$ cat src/rtl/pktfifo.sv
// pktfifo: packet-oriented byte FIFO between the correlator packet
// assembler and a byte-wide reader. Bytes are pushed speculatively and
// only become visible to the read side when the packet is committed. A
// packet that overflows the buffer is discarded in full at its commit,
// and the overflow is counted in o_nDropped.
//
// Ports:
//   i_clk        - sole clock, rising edge
//   i_rst        - asynchronous active-high reset
//   i_cg         - clock-gate enable; 0 holds all state
//   i_data       - byte to write
//   i_push       - write i_data this cycle
//   i_commit     - end of packet; publish all pushed bytes
//   o_full       - no space for another byte
//   o_data       - byte at read head (show-ahead)
//   o_empty      - no committed unread bytes
//   i_pop        - consume byte at read head
//   i_flush      - discard all contents
//   o_nCommitted - committed unread byte count
//   o_nDropped   - packets dropped for overflow, saturating at 255
module pktfifo #(
    parameter int DEPTH = 50,
    parameter int CNT_W = $clog2(DEPTH + 1)
) (
    input  logic             i_clk,
    input  logic             i_rst,
    input  logic             i_cg,
    input  logic [7:0]       i_data,
    input  logic             i_push,
    input  logic             i_commit,
    output logic             o_full,
    output logic [7:0]       o_data,
    output logic             o_empty,
    input  logic             i_pop,
    input  logic             i_flush,
    output logic [CNT_W-1:0] o_nCommitted,
    output logic [7:0]       o_nDropped
);

    localparam int PTR_W = $clog2(DEPTH);

    logic [7:0]       mem [DEPTH];
    logic [PTR_W-1:0] rd, cm, wr;
    logic [CNT_W-1:0] n_used, n_comm;
    logic             dropping;
    logic [7:0]       n_dropped;

    logic [PTR_W-1:0] rd_nxt, cm_nxt, wr_nxt, wr_adv;
    logic [CNT_W-1:0] n_used_nxt, n_comm_nxt, n_used_mid, n_comm_mid;
    logic             dropping_nxt;
    logic [7:0]       n_dropped_nxt;
    logic             push_ok, push_drop, drop_now, pop_ok;

    function automatic logic [PTR_W-1:0] ptr_inc(input logic [PTR_W-1:0] p);
        return (p == PTR_W'(DEPTH - 1)) ? '0 : p + 1'b1;
    endfunction

    assign o_full       = (n_used == CNT_W'(DEPTH));
    assign o_empty      = (n_comm == '0);
    assign o_nCommitted = n_comm;
    assign o_nDropped   = n_dropped;
    assign o_data       = mem[rd];

    always_comb begin
        push_ok   = i_push && !o_full && !dropping;
        push_drop = i_push &&  o_full && !dropping;
        // A packet that overflows on the same cycle it commits is still a
        // dropped packet, so the commit sees the effective drop state.
        drop_now  = dropping || push_drop;
        pop_ok    = i_pop && !o_empty;

        wr_adv     = push_ok ? ptr_inc(wr) : wr;
        n_used_mid = n_used + CNT_W'(push_ok) - CNT_W'(pop_ok);
        n_comm_mid = n_comm - CNT_W'(pop_ok);

        rd_nxt        = pop_ok ? ptr_inc(rd) : rd;
        cm_nxt        = cm;
        wr_nxt        = wr_adv;
        n_used_nxt    = n_used_mid;
        n_comm_nxt    = n_comm_mid;
        dropping_nxt  = drop_now;
        n_dropped_nxt = n_dropped;

        if (i_commit) begin
            if (drop_now) begin
                // Roll the write side back to the last packet boundary.
                wr_nxt        = cm;
                n_used_nxt    = n_comm_mid;
                dropping_nxt  = 1'b0;
                n_dropped_nxt = (n_dropped == 8'hFF) ? n_dropped : n_dropped + 8'd1;
            end else begin
                cm_nxt     = wr_adv;
                n_comm_nxt = n_used_mid;
            end
        end

        if (i_flush) begin
            rd_nxt        = '0;
            cm_nxt        = '0;
            wr_nxt        = '0;
            n_used_nxt    = '0;
            n_comm_nxt    = '0;
            dropping_nxt  = 1'b0;
            n_dropped_nxt = n_dropped;
        end
    end

    always_ff @(posedge i_clk or posedge i_rst) begin
        if (i_rst) begin
            rd        <= '0;
            cm        <= '0;
            wr        <= '0;
            n_used    <= '0;
            n_comm    <= '0;
            dropping  <= 1'b0;
            n_dropped <= '0;
        end else if (i_cg) begin
            rd        <= rd_nxt;
            cm        <= cm_nxt;
            wr        <= wr_nxt;
            n_used    <= n_used_nxt;
            n_comm    <= n_comm_nxt;
            dropping  <= dropping_nxt;
            n_dropped <= n_dropped_nxt;
        end
    end

    // Storage is not reset; unread contents are unreachable after reset.
    always_ff @(posedge i_clk) begin
        if (i_cg && push_ok && !i_flush)
            mem[wr] <= i_data;
    end

endmodule

$ cat config.mk
export PLATFORM = sky130hd
export DESIGN_NAME = pktfifo
export DESIGN_NICKNAME = d
export VERILOG_FILES = /design/src/rtl/pktfifo.sv
export SDC_FILE = /design/constraint.sdc
export NUM_CORES = 1
export LEC_CHECK = 0
export CAP_MARGIN = 20
export CELL_PAD_IN_SITES_DETAIL_PLACEMENT = 1
export CELL_PAD_IN_SITES_GLOBAL_PLACEMENT = 2
export CORE_UTILIZATION = 30
export CTS_CLUSTER_DIAMETER = 30
export DETAILED_ROUTE_END_ITERATION = 16
export PLACE_DENSITY_LB_ADDON = 0.15
export SYNTH_ARGS = -nofsm -noshare
export SYNTH_HDL_FRONTEND = slang
export SYNTH_SLANG_ARGS = --single-unit
$ cat constraint.sdc
create_clock -name i_clk -period 5.7 [get_ports i_clk]
set_input_delay 0.57 -clock i_clk [delete_from_list [all_inputs] [get_ports i_clk]]
set_output_delay 0.57 -clock i_clk [all_outputs]
set_load 0.01 [all_outputs]
==> results.json <==
{
  "layout_commonest_cell": "edfxtp_1",
  "viasPerCell": 4.93,
  "ys_warn_count": 0,
  "p_leak_nw": 7.82,
  "cp.buffers_inverters": 3,
  "yosys.area_share.adder_pct": 1.14,
  "cts_buffers": 104,
  "tightestPinTransition_ps": 1060,
  "dieArea_mm2": 0.0615,
  "cts_setup_buffers": 0,
  "synth-edff-count": 400,
  "async_reset_ff_share_pct": 8.88,
  "ys_types": 63,
  "synth_seq_cells": 439,
  "clockRootBuffer": "clkbuf_16",
  "vias": 9774,
  "drt-wirelength-per-cell_um": 24.7,
  "rsz0062_at_grt": "no",
  "ir_worst_vdd_mv": 0.224,
  "drive_gt1_share_pct": 23.1,
  "ys.flop_type": "edfxtp_1",
  "pre_cts_ws_ps": 1710,
  "muxShareOfSynthArea_pct": 14.6,
  "h-tree-depth": 3,
  "initial_core_util_pct": 30.6,
  "first_pass_iters": 5,
  "maxCapViolCount": 0,
  "clkSinkCount": 439,
  "grt_pass1_vias": 10723,
  "insertion_delay_ps": 620,
  "yosysSeqAreaShare_pct": 71.5,
  "cts_tree": "built",
  "drc": 0,
  "synth.net_count": 1039,
  "synth_top_family_by_area": "multiplexers",
  "antenna_found_initial": 0,
  "path_cells": "buf_12 -> buf_4 -> mux4_1 -> mux2_2 -> nand2_1 -> o211ai_1 -> a22o_1 -> clkdlybuf4s50_1",
  "gp_congestion": 0.715,
  "grt_first_pass_wirelength_mm": 72.9,
  "p_sw_share_pct": 25.3,
  "fin_crit_ps": 4480,
  "cp_max_fo": 36,
  "drt_iter0_drc": 548,
  "slowest_delay_ps": 770,
  "layout_common_cells": "edfxtp_1, clkbuf_16, nor2_1, mux4_2, nand2_1",
  "grt_start_max_net_pins": 59,
  "pwr-share-clk_pct": 52.5,
  "synth-simple-area-share_pct": 4.96,
  "finalHoldViolCount": 0,
  "power.density_mw_per_mm2": 496,
  "crit_family": "buffers and inverters",
  "synth-compound-area-share_pct": 4.80,
  "cts_buffer_depth": 3,
  "synth_xor_area_share_pct": 0.724,
  "critPathSlowestCell": "dfrtp_4",
  "syn2layout_area_growth_pct": 26.6,
  "syn_area_mm2": 0.0182,
  "clk_pin_slew_ps": 50,
  "core-area_mm2": 0.0594,
  "crit_type": "reg -> out",
  "seqPwrFrac_pct": 32.9,
  "syn_inst": 1008,
  "max_freq_ghz": 0.223,
  "antenna_left": 0,
  "finalCritPeriodShare_pct": 78.7,
  "status": "completed",
  "p_comb_share_pct": 14.6,
  "synth_area_per_cell_um2": 18.0,
  "switching_power_mw": 2.88,
  "die_height_um": 248,
  "required_ps": 5130,
  "drt-total-wl_mm": 48.9,
  "holdBufCountCts": 0,
  "internal_power_mw": 8.52,
  "rows": 89,
  "tns_ps": 0,
  "setup_viol": 0,
  "io_pins": 39,
  "grt_use_total_pct": 16.5,
  "slew_violations": 0,
  "skew_ps": 23.1,
  "critPathLaunchType": "flop",
  "nNetsFinal": 1148,
  "numPortBuffers": 38,
  "relSlewSlack_pct": 29.3,
  "setup.worst_path.end_class": "primary output",
  "globalRouteOverflowTotal": 0,
  "hold_path_class": "in -> reg",
  "die_w_um": 248,
  "arrival_ps": 3910,
  "post-dp-hpwl_mm": 29.2,
  "fin_ws_ps": 1220,
  "post_cts_resized": 0
}
## layer usage
layer | track usage (%) | wire (µm)
met1 | 23.3 | 23400
met4 | 5.59 | 916
met3 | 2.96 | 1940
met2 | 25.5 | 22700
met5 | 0 | 0
## layout make-up
class                      instances  area (µm²)
tap                              773         967
clock inverter                    69         821
antenna                            1        2.50
multi-input combinational        492        4770
clock buffer                     127        2770
sequential                       439       13000
inverter                          23        86.3
fill                            5856       36400
timing repair buffer              57         573
## path summary, 6_finish.rpt
path                            depth (start not counted)              end       startpoint  slack [ps]
worst min register to register                          1            cm[0]            cm[0]         480
min in group asynchronous                               3  o_nCommitted[2]            i_rst         430
worst max register to register                         11  o_nCommitted[2]  o_nCommitted[2]        2130
worst min-delay path                                    1       mem[44][4]        i_data[4]         420
worst max-delay path                                    8        o_data[0]            rd[0]        1220
max in group asynchronous                               3            rd[0]            i_rst        4790
## per-stage QoR
| stage | hold slack (ps) | power, mW | instance area, µm² | utilization (%) | cells |
|---|---|---|---|---|---|
| 2_1_floorplan | 450 | 4.87 | 18200 | - | 1008 |
| 3_3_place_gp | 463 | 5.51 | 19300 | 32.5 | 1781 |
| 3_5_place_dp | 474 | 5.51 | 19300 | 32.5 | 1781 |
| 4_1_cts | 418 | 11.5 | 22900 | 38.6 | 1977 |
| 5_1_grt | 400 | 11.8 | 23000 | 38.7 | 1980 |
| 6_report | 421 | 11.4 | 23000 | 38.7 | 1981 |
## power groups by stage
stage | Sequential (mW) | Clock [mW] | Combinational [mW]
after global placement | 3.82 | 0 | 1.69
after global routing | 3.77 | 6.23 | 1.81
final | 3.75 | 5.98 | 1.66
after detailed placement | 3.82 | 0 | 1.69
after CTS | 3.76 | 6.09 | 1.70
after floorplan | 3.68 | 0 | 1.19
## worst reg2reg max path, stage by stage (launching register included)
cell and delay (ps):
dfrtp_1 450, or3_1 450, o41a_1 450, ha_1 330, inv_1 40, ha_1 200
fa_1 440, xor2_1 190, a2111oi_0 420, a311o_1 240, o21ai_0 100, o2bb2ai_1 150
## kinds of logic (layout without fill, tap and decap cells)
kind of cell	count (synthesis)	count (layout)
flops	439	439
simple gates	197	197
mux	143	143
compound gates	121	121
buf+inv	77	276
fa+ha+maj	16	16
xor+xnor	15	15
other cells	0	1
## state kept, by name (all words and copies together), names as in the netlist
name / cells
mem: 400
rd: 6
cm: 6
dropping: 1
o_nCommitted: 6
o_nDropped: 8
wr: 6
n_used: 6
## synth_stat cells, types with 4 or more instances
master      n  share of area (%)
a21o_1      6               0.25
a21oi_1    15               0.41
a22o_1     10               0.48
a22oi_1    19               0.79
buf_2      10               0.28
buf_4       6               0.25
buf_6       7               0.43
clkbuf_1   25               0.52
dfrtp_1    39                5.4
edfxtp_1  400                 66
ha_1       15                1.0
inv_1      22               0.45
mux2_2      9               0.56
mux2i_1    44                2.4
mux4_1     23                3.3
mux4_2     67                8.3
nand2_1    47               0.97
nand2b_1    6               0.21
nand3_1    15               0.41
nand3b_1    4               0.17
nand4_1     8               0.28
nor2_1     85                1.8
nor2b_1    10               0.34
o211ai_1   10               0.41
o21ai_0    18               0.50
o221ai_1    6               0.29
o22ai_1    10               0.34
or3_1       6               0.21
xnor2_1    10               0.48
xor2_1      5               0.24
Power figures use the tool's default switching activity.
